$ cat config.mk
export PLATFORM = sky130hd
export DESIGN_NAME = imm_gen_stage
export DESIGN_NICKNAME = d
export VERILOG_FILES = /design/src/rtl/imm_gen_stage.sv
export SDC_FILE = /design/constraint.sdc
export NUM_CORES = 1
export LEC_CHECK = 0
export BUFFER_PORTS_ARGS = -buffer_cell sky130_fd_sc_hd__buf_2
export CAP_MARGIN = 20
export CORE_MARGIN = 2
export CORE_UTILIZATION = 40
export CTS_BUF_LIST = sky130_fd_sc_hd__clkbuf_4
export CTS_CLUSTER_SIZE = 16
export DETAILED_ROUTE_END_ITERATION = 7
export HOLD_SLACK_MARGIN = 0.08
export PLACE_DENSITY_LB_ADDON = 0.12
export SYNTH_ARGS = -nofsm -noshare
export SYNTH_HDL_FRONTEND = slang
export SYNTH_SLANG_ARGS = --single-unit
$ cat constraint.sdc
create_clock -name clk -period 1.7 [get_ports clk]
set_input_delay 0.17 -clock clk [delete_from_list [all_inputs] [get_ports clk]]
set_output_delay 0.17 -clock clk [all_outputs]
set_load 0.005 [all_outputs]
$ cat src/rtl/imm_gen_stage.sv
// Registered immediate generator at the ID->EX boundary, with a 2-entry skid buffer
// (head + skid) so EX stalls and flushes never lose or duplicate instructions.
module imm_gen_stage #(
    parameter int XLEN  = 32,
    parameter int TAG_W = 32
) (
    input  logic             clk,
    input  logic             rst_n,
    input  logic             flush,
    input  logic             in_valid,
    output logic             in_ready,
    input  logic [31:0]      inst,
    input  logic [2:0]       imm_sel,
    input  logic [TAG_W-1:0] in_tag,
    output logic             out_valid,
    input  logic             out_ready,
    output logic [XLEN-1:0]  out_imm,
    output logic [TAG_W-1:0] out_tag,
    output logic             out_illegal,
    output logic [1:0]       occupancy
);

    logic [XLEN-1:0]  head_imm_q, head_imm_d, skid_imm_q, skid_imm_d;
    logic [TAG_W-1:0] head_tag_q, head_tag_d, skid_tag_q, skid_tag_d;
    logic             head_ill_q, head_ill_d, skid_ill_q, skid_ill_d;
    logic [1:0]       occ_q, occ_d;
    logic             in_ready_q, in_ready_d;

    logic signed [31:0] imm32;
    logic [XLEN-1:0]    new_imm;
    logic               new_ill;
    logic               accept, pop;

    // Opcode bits never contribute to any immediate format.
    logic unused_opcode;
    assign unused_opcode = ^inst[6:0];

    // Every signed format carries inst[31] into bit 31, so a single signed
    // widening from bit 31 covers both XLEN=32 and XLEN=64.
    always_comb begin
        imm32   = '0;
        new_ill = 1'b0;
        case (imm_sel)
            3'd0: imm32 = {{20{inst[31]}}, inst[31:20]};
            3'd1: imm32 = {{20{inst[31]}}, inst[31:25], inst[11:7]};
            3'd2: imm32 = {{19{inst[31]}}, inst[31], inst[7], inst[30:25], inst[11:8], 1'b0};
            3'd3: imm32 = {{11{inst[31]}}, inst[31], inst[19:12], inst[20], inst[30:21], 1'b0};
            3'd4,
            3'd5: imm32 = {inst[31:12], 12'h000};
            3'd6: imm32 = {27'd0, inst[19:15]};
            default: begin
                imm32   = '0;
                new_ill = 1'b1;
            end
        endcase
        new_imm = XLEN'(imm32);
    end

    always_comb begin
        head_imm_d = head_imm_q;
        head_tag_d = head_tag_q;
        head_ill_d = head_ill_q;
        skid_imm_d = skid_imm_q;
        skid_tag_d = skid_tag_q;
        skid_ill_d = skid_ill_q;
        occ_d      = occ_q;
        accept     = in_valid && in_ready_q && !flush;
        pop        = (occ_q != 2'd0) && out_ready && !flush;

        if (flush) begin
            occ_d = 2'd0;
        end else begin
            case (occ_q)
                2'd0: begin
                    if (accept) begin
                        head_imm_d = new_imm;
                        head_tag_d = in_tag;
                        head_ill_d = new_ill;
                        occ_d      = 2'd1;
                    end
                end
                2'd1: begin
                    if (accept && pop) begin
                        head_imm_d = new_imm;
                        head_tag_d = in_tag;
                        head_ill_d = new_ill;
                    end else if (accept) begin
                        skid_imm_d = new_imm;
                        skid_tag_d = in_tag;
                        skid_ill_d = new_ill;
                        occ_d      = 2'd2;
                    end else if (pop) begin
                        occ_d = 2'd0;
                    end
                end
                2'd2: begin
                    // Full: in_ready is low, so only a pop can happen here.
                    if (pop) begin
                        head_imm_d = skid_imm_q;
                        head_tag_d = skid_tag_q;
                        head_ill_d = skid_ill_q;
                        occ_d      = 2'd1;
                    end
                end
                default: occ_d = 2'd0;
            endcase
        end

        in_ready_d = (occ_d != 2'd2);
    end

    always_ff @(posedge clk) begin
        if (!rst_n) begin
            head_imm_q <= '0;
            head_tag_q <= '0;
            head_ill_q <= 1'b0;
            skid_imm_q <= '0;
            skid_tag_q <= '0;
            skid_ill_q <= 1'b0;
            occ_q      <= 2'd0;
            in_ready_q <= 1'b0;
        end else begin
            head_imm_q <= head_imm_d;
            head_tag_q <= head_tag_d;
            head_ill_q <= head_ill_d;
            skid_imm_q <= skid_imm_d;
            skid_tag_q <= skid_tag_d;
            skid_ill_q <= skid_ill_d;
            occ_q      <= occ_d;
            in_ready_q <= in_ready_d;
        end
    end

    assign in_ready    = in_ready_q;
    assign out_valid   = (occ_q != 2'd0);
    assign out_imm     = head_imm_q;
    assign out_tag     = head_tag_q;
    assign out_illegal = head_ill_q;
    assign occupancy   = occ_q;

endmodule

**Word-level counts from Yosys, hierarchy flattened**

Index checks and enable logic that the tools add are counted.

- Add/subtract/negate cells: 0
- Multiply operators: 0
- Div/mod/pow operators: 0
- Order comparisons: 0
- Equality and inequality tests: 12
- Shift-type cells: 0
- Multiplexer cells: 21
- Bitwise operators: 2
- Reductions and logical operators: 14

Operators by type and width:

| operator | count |
|---|---|
| $mux W32 | 6 |
| $pmux W32 S3 | 2 |
| $pmux W32 S6 | 1 |
| $mux W2 | 6 |
| $eq A3 B3 Y1 const B | 3 |
| $ne A2 B2 Y1 const B | 4 |
| $reduce_or A7 Y1 | 1 |
| $eq A3 B2 Y1 const B | 2 |
| $pmux W2 S3 | 1 |
| $logic_and A1 B1 Y1 | 5 |
| $reduce_and A5 Y1 | 1 |
| $mux W1 | 4 |
| $reduce_and A4 Y1 | 1 |
| $eq A3 B1 Y1 const B | 1 |
| $logic_not A3 Y1 | 1 |
| $pmux W1 S3 | 1 |
| $reduce_bool A3 Y1 | 1 |
| $eq A2 B1 Y1 const B | 1 |
| $eq A2 B2 Y1 const B | 1 |
| $logic_not A2 Y1 | 1 |
| $not A1 Y1 | 2 |
| $reduce_bool A2 Y1 | 1 |
| $reduce_or A2 Y1 | 1 |
| $logic_not A1 Y1 | 1 |

- Register bits: 133
- Latch bits: 0
- Bits in writable memories: 0
- Bits in read-only memories: 0
- Output and inout bits: 69
- Memories: 0

**Longest topological paths before layout**

Gate-level depths: netlist of the first run.

- Word-level depth: 9
- Gate-level depth with buffers: 7
- Depth with buffers taken out: 4

**Worst setup path before layout of the first run**

No wires, ideal clock.

- Path type: register to register
- From: register occ_q[0] (netlist: occupancy[0])
- To: register head_ill_q (netlist: out_illegal)
- Arrival time: 1324 ps
- Data required time: 1584 ps
- Slack: 260 ps
- Stages on the path, launching flop included: 6
- Buffers on the path: 2
- Path through: dfxtp_1 and4bb_1 a31o_2 buf_2 buf_2 o211a_1

- Word-level cells in the longest chain between the ends: 6
- Elaborated cells on any way between the ends: 13
- Those cells by class: eq/ne: 5; mux: 1; reduce/logical: 7

RTL lines:

| what | line | source |
|---|---|---|
| start: declaration | 26 | `logic [1:0] occ_q, occ_d;` |
| start signal: assignment | 120 | `occ_q <= 2'd0;` |
| start signal: assignment | 129 | `occ_q <= occ_d;` |
| $reduce_bool A2 Y1 | 68 | `pop = (occ_q != 2'd0) && out_ready && !flush;` |
| $logic_and A1 B1 Y1 (2 in series) | 68 |  |
| $logic_and A1 B1 Y1 | 83 | `if (accept && pop) begin` |
| $ne A2 B2 Y1 (no source line) | n/a |  |
| $reduce_and A5 Y1 (no source line) | n/a |  |
| end signal: assignment | 125 | `head_ill_q <= head_ill_d;` |
| end: declaration | 25 | `logic head_ill_q, head_ill_d, skid_ill_q, skid_ill_d;` |

Several ways; a longest one is shown, not always the timed one.
A chain may end at the register's enable or synchronous reset.

**Final worst setup path of the first run**

- From: input imm_sel[2]
- To: register head_imm_q[14] (netlist: out_imm[14])

- Word-level cells in the longest chain between the ends: 5
- Elaborated cells on any way between the ends: 12
- Those cells by class: eq/ne: 6; mux: 4; reduce/logical: 2

RTL lines:

| what | line | source |
|---|---|---|
| start: declaration | 13 | `input logic [2:0] imm_sel,` |
| $eq A3 B3 Y1 | 43 | `case (imm_sel)` |
| $reduce_or A2 Y1 | 43 |  |
| $pmux W32 S6 * | 43 |  |
| $mux W32 (on tied branches) | 83, 75 |  |
| $pmux W32 S3 * | 73 | `case (occ_q)` |
| end signal: assignment | 123 | `head_imm_q <= head_imm_d;` |
| end: declaration | 23 | `logic [XLEN-1:0] head_imm_q, head_imm_d, skid_imm_q, skid_imm_d;` |

Every way passes the cells marked *; elsewhere a longest branch is shown, timed or not. The select of a mux whose other input is x is not followed.

==> results_dict.tcl, run 1 <==
set metrics [dict create \
    drtIter0Drc 385 \
    synthTopCellsByCount "nand2_1, dfxtp_1, o211a_1, nand3_1, a21boi_1" \
    cp.buffers_inverters 3 \
    clock_latency_ns 0.54 \
    ys.flop_type "dfxtp_1" \
    cp_slowest_stage_delay_ns 0.54 \
    min_path_type "in2reg" \
    timing.final.crit_share_pct 97.1 \
    placedCellCount 992 \
    crit_chain "dlygate4sd3_1 > buf_2 > buf_4 > nand2b_1 > o221a_2 > a211oi_1 > a31o_2" \
    crit_fanout 14 \
    synth-edff-count 0 \
    drv_cap 0 \
    async_reset_ff_share_pct 0 \
    clkTransAtPathRegs_ns 0.11 \
    status "finished clean" \
    synthTopCellsByArea "dfxtp_1, nand2_1, o211a_1" \
    grt_first_pass_wirelength_um 26200 \
    areaGrowthSynthToFinish_pct 26.7 \
    hpwl_um 10300 \
    cts_tree "built" \
    grt_max_degree 62 \
    layout-drive-gt1-share_pct 25.3 \
    end_kind "register" \
    cpMaxStageDelayCell "dlygate4sd3_1" \
    ys_seq_elements 133 \
    io_pins 141 \
    cp_data_arrival_time_ns 2.14 \
    critical-path-top-delay-family "buffers and inverters" \
    p_per_area_nw_per_um2 786 \
    cts-root-buf "clkbuf_4" \
    numCtsBuffers 17 \
    syn_nets 786 \
    grt_usage_pct 19.7 \
    critPathKind "in2reg" \
    ir_drop_v 0.000427 \
    clock_skew_ns 0.00947 \
    dieWidth_um 128 \
    syn_avg_cell_area_um2 8.62 \
    core-area_um2 15100 \
    final_cell_area_um2 7800 \
    ant_nets 0 \
    fin_ws_ns 0.0489 \
    dieArea_um2 16400 \
    yosysWarnings 0 \
    wirelength_um 15700 \
    ys_seq_area_share_pct 43.3 \
    synth.distinct_cells 44 \
    vias 5675 \
    avgRoutedWirePerCell_um 14.6 \
    fin_nets 945 \
    tightest_slew_ns 0.822 \
    post-synth-top-count-cell "nand2_1" \
    clockBufferDepth 2 \
    antenna_found_initial 0 \
    route.detailed.drc 0 \
    initial_core_util_pct 40.8 \
    diodes 0 \
    setup_viol 0 \
    fmax_ghz 0.606 \
    dpl_cell_area_um2 7010 \
    drtPass1Iterations 5 \
    htree_levels 4 \
    period_minus_slack_ns 1.65 \
    overflow 0 \
    slew_headroom_pct 45.1 \
    vias_per_cell 5.28 \
    drv_slew 0 \
    pre_cts_ws_ns -0.0161 \
    netlist_area_um2 6150 \
    syn_inst 714 \
    post_cts.repair.setup_buffers 0 \
    yosysTopAreaCellShare_pct 43.3 \
    die_h_um 128 \
    portBuffers 133 \
    num_rows 45 \
    stdcell_count 1074 \
    power_mw 6.13 \
    hold_violations 0 \
    whs_ns 0.120 \
    yosysTopAreaCell "dfxtp_1" \
    start_kind "primary input" \
    p_leak_nw 3.83 \
    grt_pass1_vias 5439 \
    gp_congestion 0.843 \
    cts_num_sinks 133 \
    required_ns 2.19 \
]
## cells by family after synthesis
logic type,share of synthesized area (%)
AND/OR/NAND/NOR,20.3
AO/OA/AOI/OAI,26.5
flip-flops,43.3
buffers and inverters,6.53
multiplexers,3.23
XOR/XNOR,0.142
## repair_timing
action	CTS	global route
endpoints found under the hold margin	104	0
setup endpoints to repair	4	16
pin swaps	0	0
gates resized for setup	1	2
cloned	0	0
hold buffers	50	0
## routing by layer
metal | GRT usage [%] | vias up | routed length [um]
met3 | 4.22 | 11 | 769
met2 | 32.6 | 141 | 7350
met5 | 0 | - | 0
li1 | - | 2831 | -
met4 | 6.46 | 0 | 168
met1 | 25.7 | 2692 | 7390
## where the power goes
group / internal [mW] / switching, mW / leakage, nW
Clock: 1.02 / 1.14 / 0.150
Sequential: 3.19 / 0.0382 / 1.08
Combinational: 0.386 / 0.358 / 2.61
Total: 4.60 / 1.54 / 3.83
## state kept, by name, summed over array words and instances (netlist names)
register / count
out_imm: 32
out_illegal: 1
out_tag: 32
skid_tag_q: 32
skid_ill_q: 1
skid_imm_q: 32
occupancy: 2
in_ready: 1
## cells in the final DEF (no fill, tap or decap), types with 4 or more instances in the layout
master and count:
buf_2 132, a21boi_0 10, a31o_1 7, a21oi_1 18, a31o_2 7, mux2i_1 9
o21a_1 11, o221a_2 8, clkbuf_4 19, a211oi_1 12, o21ai_1 4, o211a_1 60
clkinv_1 5, dfxtp_1 132, buf_4 22, o21ai_0 26, nand2_1 202, buf_12 8
nor2b_1 9, a21boi_1 32, mux2_2 5, nand3_1 51, and4b_1 5, dlygate4sd3_1 50
## tightest hold or removal path, stage by stage
cell	delay, ns
buf_2	0.10
mux2_4	0.14
a221oi_2	0.07
a21oi_1	0.13
## cell type report
type | instances | area [um^2]
fill | 1453 | 7290
multi-input combinational | 508 | 3130
sequential | 133 | 2660
timing repair buffer | 212 | 1490
tap | 188 | 235
clock buffer | 19 | 143
clock inverter | 13 | 139
inverter | 1 | 3.75
## final timing paths
path	from	endpoint	slack (ns)	depth (start not counted)
worst min-delay path	inst[11]	skid_imm_q[4]	0.12	4
worst max-delay path	imm_sel[2]	out_imm[14]	0.05	7
worst min register to register	skid_tag_q[13]	skid_tag_q[13]	0.46	2
worst max register to register	occupancy[0]	out_tag[9]	0.12	5
## per-stage QoR
stage	TNS [ns]	utilization (%)
3_5_place_dp	-0.0624	46.4
3_3_place_gp	0	46.4
5_1_grt	-0.000219	51.7
4_1_cts	0	51.6
6_report	0	51.7
2_1_floorplan	0	-
No activity file was read; power rests on OpenSTA's default activity.
==> inputs of run 2 (changes only) <==
- ABC_AREA: default -> 1
==> run 2 against run 1 <==
Total power is 0.18% higher. Worst hold slack improved by 0.024 ns. Synthesized area down 3.4%. Non-clock buffer count increased by 13. Routed wire length shrank 1.3%. Setup slack better by 0.035 ns. Via count up 5.4%. Design area about the same. Highest routed layer unchanged.
==> results_dict.tcl, run 2 <==
set metrics [dict create \
    ys_seq_area_share_pct 44.8 \
    async_reset_ff_share_pct 0 \
    clockBufferDepth 2 \
    pre_cts_ws_ns 0.0834 \
    stdcell_count 1262 \
    post_cts.repair.setup_buffers 0 \
    netlist_area_um2 5950 \
    cp_data_arrival_time_ns 2.06 \
    grt_first_pass_wirelength_um 25700 \
    hold_path_end "occupancy[0]" \
    timing.rr.start "occupancy[0]" \
    hold_violations 0 \
    grt_max_degree 93 \
    switching_share_pct 26.7 \
    yosysTopAreaCell "dfxtp_1" \
    dieArea_um2 15900 \
    r2r_slack_ns 0.08 \
    mostFrequentLayoutCells "nor2_1, o21ai_0, nand2_1" \
    whs_ns 0.144 \
    antenna_found_initial 1 \
    route.detailed.drc 0 \
    syn_inst 882 \
    wirelength_um 15500 \
    period_minus_slack_ns 1.62 \
    overflow 0 \
    num_rows 44 \
    hp-start "in_valid" \
    ir_drop_v 0.000440 \
    drv_slew 0 \
    gp_congestion 0.820 \
    syn_avg_cell_area_um2 6.74 \
    dieWidth_um 126 \
    ys_seq_elements 133 \
    yosysWarnings 0 \
    final_common_cell "nor2_1" \
    areaGrowthSynthToFinish_pct 31.1 \
    ant_nets 0 \
    vias 5981 \
    drtIter0Drc 405 \
    timing.final.crit_share_pct 95.0 \
    vias_per_cell 4.74 \
    slew_headroom_pct 71.5 \
    htree_levels 4 \
    post-synth-top-count-cell "nor2_1" \
    end_kind "register" \
    ys.flop_type "dfxtp_1" \
    layout-drive-gt1-share_pct 18.5 \
    synth-edff-count 0 \
    numCtsBuffers 17 \
    final_util_pct 53.6 \
    cts_tree "built" \
    synth.distinct_cells 23 \
    synthTopCellsByCount "nor2_1, o21ai_0, nand2_1, dfxtp_1, a21oi_1" \
    initial_core_util_pct 40.9 \
    clock_latency_ns 0.54 \
    hpwl_um 9980 \
    tns_ns 0 \
    placedCellCount 1162 \
    core-area_um2 14500 \
    clkTransAtPathRegs_ns 0.11 \
    reg2reg_depth 6 \
    required_ns 2.14 \
    portBuffers 133 \
    drtPass1Iterations 4 \
    tightest_slew_ns 0.427 \
    clock_skew_ns 0.0120 \
    io_pins 141 \
    critPathKind "reg2reg" \
    setup_viol 0 \
    yosysTopAreaCellShare_pct 44.8 \
    timing.rr.end "occupancy[0]" \
    hold_depth 5 \
    cts-root-buf "clkbuf_4" \
    fin_ws_ns 0.0843 \
    drv_cap 0 \
    grt_pass1_vias 5306 \
    synthTopCellsByArea "dfxtp_1, o21ai_0, nor2_1" \
    syn_nets 954 \
    combPwrFrac_pct 14.2 \
    pwr-share-clk_pct 32.7 \
    status "finished clean" \
    crit_fanout 5 \
    fmax_ghz 0.619 \
    avgRoutedWirePerCell_um 12.3 \
    grt_usage_pct 19.7 \
    p_seq_share_pct 53.1 \
    start_kind "register" \
    cts_num_sinks 133 \
    p_leak_nw 3.53 \
    die_h_um 126 \
    switching_power_mw 1.64 \
    p_per_area_nw_per_um2 788 \
    internal_power_mw 4.50 \
    min_path_type "in2reg" \
    fin_nets 1135 \
    rsz0062_at_grt "no" \
]
-- run 2: repair_timing --
action / in CTS / in global routing
resized for setup: 0 / 3
endpoints found under the hold margin: 107 / 0
hold buffers: 66 / 0
endpoints found under the setup margin: 0 / 28
-- run 2: worst max path at each step --
stage                            start  slack (ns)            to  cells past startpoint
after detailed placement  occupancy[1]        0.08   out_tag[18]                      9
after CTS                 occupancy[1]        0.05   out_tag[21]                      9
after global placement    occupancy[1]        0.13   out_tag[16]                      9
after global routing      occupancy[1]        0.02   out_tag[26]                      8
final                     occupancy[0]        0.08  occupancy[0]                      6
after floorplan           occupancy[1]        0.29   out_tag[28]                      9
-- run 2: critical path: stages, from the launching register on --
cell and delay (ns):
dfxtp_1 0.44, nor2_1 0.10, a21oi_1 0.17, o21ai_0 0.12
nand3_1 0.09, dlygate4sd3_1 0.56, nor2_1 0.04
-- run 2: area by class of cell --
class                   instances  area (um^2)
repair buffers                225         1640
clock buffers                  19          143
well taps                     184          230
diodes                          2         5.00
flip-flops and latches        133         2660
inverters                      85          319
fillers                      1508         6740
clock inverters                13          115
multi-input cells             601         2680
-- run 2: metal layers --
layer  track usage, %  routed length (um)  vias to the layer above
met3             4.93                 689                       12
met4             5.82                 146                        0
met1             27.3                7600                     2640
met2             30.5                7040                      122
met5                0                   0                        -
li1                 -                   -                     3207
-- run 2: cells by family after synthesis --
family                 synth area share (%)
AND/OR/NAND/NOR                        24.8
flip-flops                             44.8
AO/OA/AOI/OAI                          20.1
buffers and inverters                  10.3
-- run 2: power by group through the flow --
stage	Combinational, mW	Clock (mW)	Sequential (mW)
floorplan	0.425	0	3.34
global placement	0.753	0	3.33
detailed placement	0.753	0	3.33
CTS	0.876	2.09	3.26
global route	0.992	2.21	3.27
finish	0.871	2.01	3.26
-- run 2: stage by stage --
stage          area (um^2)  power (mW)
6_report              7790        6.14
5_1_grt               7790        6.48
4_1_cts               7780        6.22
3_5_place_dp          6860        4.09
3_3_place_gp          6860        4.08
2_1_floorplan         5950        3.77
==> inputs of run 3 (changes only) <==
- CELL_PAD_IN_SITES_DETAIL_PLACEMENT: default -> 1
- CELL_PAD_IN_SITES_GLOBAL_PLACEMENT: default -> 1
- CORE_MARGIN: 2 -> 1
- CORE_UTILIZATION: 40 -> 39
==> run 3 against run 2 <==
The flow now finishes with violations (design-rule violations). Via count increased by 5.9%. Highest routed layer unchanged. Largest cell class unchanged. Critical path type unchanged. Cell count about the same. Critical path depth unchanged. First-iteration DRC count decreased by 11%. Clock skew increased by 0.0039 ns. Critical endpoint unchanged.
==> results_dict.tcl, run 3 (synthesized netlist as in run 2, its figures left out) <==
set metrics [dict create \
    regArea_um2 2670 \
    fin_ws_ns 0.129 \
    gp_congestion 0.823 \
    r2r_slack_ns 0.13 \
    route.detailed.drc 11 \
    period_minus_slack_ns 1.57 \
    power_mw 6.12 \
    grt_pass1_vias 6146 \
    final_util_pct 52.9 \
    final_common_cell "nor2_1" \
    fmax_ghz 0.636 \
    tns_ns 0 \
    setup_viol 0 \
    fin_nets 1135 \
    reg2reg_depth 6 \
    slew_headroom_pct 71.3 \
    hold_violations 0 \
    antenna_found_initial 1 \
    grt_usage_pct 23.6 \
    fillers 1960 \
    areaGrowthSynthToFinish_pct 30.7 \
    drtPass1Iterations 7 \
    portBuffers 133 \
    hold_path_end "skid_imm_q[11]" \
    htree_levels 4 \
    num_rows 44 \
    start_kind "register" \
    timing.final.crit_share_pct 92.4 \
    vias_per_cell 5.02 \
    violations "design-rule violations" \
    hold_depth 5 \
    pre_cts_ws_ns 0.0936 \
    wirelength_um 18200 \
    overflow 0 \
    rsz0062_at_grt "no" \
    cts_tree "built" \
    end_kind "register" \
    ant_nets 0 \
    dieWidth_um 125 \
    multi_input_area_um2 2680 \
    p_leak_nw 3.51 \
    critPathKind "reg2reg" \
    core-area_um2 14700 \
    layout-drive-gt1-share_pct 19.0 \
    drtIter0Drc 362 \
    clock_skew_ns 0.0159 \
    whs_ns 0.147 \
    clock_latency_ns 0.56 \
    ir_drop_v 0.000574 \
    clockBufferDepth 2 \
    io_pins 141 \
    grt_max_degree 93 \
    hpwl_um 11600 \
    p_per_area_nw_per_um2 788 \
    avgRoutedWirePerCell_um 14.5 \
    die_h_um 125 \
    clkTransAtPathRegs_ns 0.11 \
    cp_data_arrival_time_ns 2.02 \
    initial_core_util_pct 40.5 \
    drv_cap 0 \
    cts_num_sinks 133 \
    required_ns 2.14 \
    drv_slew 0 \
    vias 6332 \
    status "complete, but fails checks" \
    dieArea_um2 15700 \
    cts-root-buf "clkbuf_4" \
    tightest_slew_ns 0.431 \
    numCtsBuffers 17 \
    timing.rr.start "occupancy[0]" \
    min_path_type "in2reg" \
    timing.rr.end "occupancy[0]" \
    mostFrequentLayoutCells "nor2_1, o21ai_0, nand2_1" \
    hp-start "imm_sel[1]" \
    grt_first_pass_wirelength_um 29800 \
    crit_fanout 5 \
]
run 3: worst max path at each step:
stage / start / to / slack [ns] / cells past startpoint
2_1_floorplan: occupancy[1] / out_tag[28] / 0.29 / 9
3_3_place_gp: occupancy[0] / skid_tag_q[1] / 0.12 / 6
3_5_place_dp: occupancy[0] / skid_tag_q[5] / 0.09 / 6
4_1_cts: occupancy[1] / occupancy[0] / 0.05 / 6
5_1_grt: occupancy[1] / out_tag[10] / 0.005 / 9
6_report: occupancy[0] / occupancy[0] / 0.13 / 6
run 3: final cells by class:
cell class	instances	share of cell area (%)
well taps	184	2.96
inverters	85	4.10
flip-flops and latches	133	34.3
multi-input cells	601	34.5
clock buffers	18	1.74
diodes	1	0.0322
clock inverters	14	1.45
repair buffers	225	20.9
run 3: what timing repair did:
item                                   CTS  global route
setup endpoints to repair                0            70
setup buffers                            0             0
hold buffers                            65             0
gates resized for setup                  0             6
endpoints found under the hold margin  108             0
run 3: metrics by stage:
stage	cell area [um^2]	std cells
after floorplan	5950	882
after global placement	6860	1163
after detailed placement	6860	1163
after CTS	7760	1260
after global routing	7770	1261
final	7770	1261
run 3: where the power goes:
group	switching (mW)	internal [mW]	total, mW	leakage (nW)
clock network	1.24	0.722	1.96	0.125
registers	0.0490	3.22	3.26	1.08
logic	0.489	0.413	0.902	2.30
run 3: worst max-delay path, cell delays in order (launching register included):
cell and delay (ns):
dfxtp_2 0.41, nor2_1 0.10, a21oi_1 0.16, o21ai_0 0.12, nand3_1 0.08, dlygate4sd3_1 0.56
nor2_1 0.04
run 3: per-layer routing:
layer,GRT usage [%],routed length (um)
met1,28.3,8090
met2,42.2,9210
met3,4.96,676
met4,7.25,249
met5,0,0
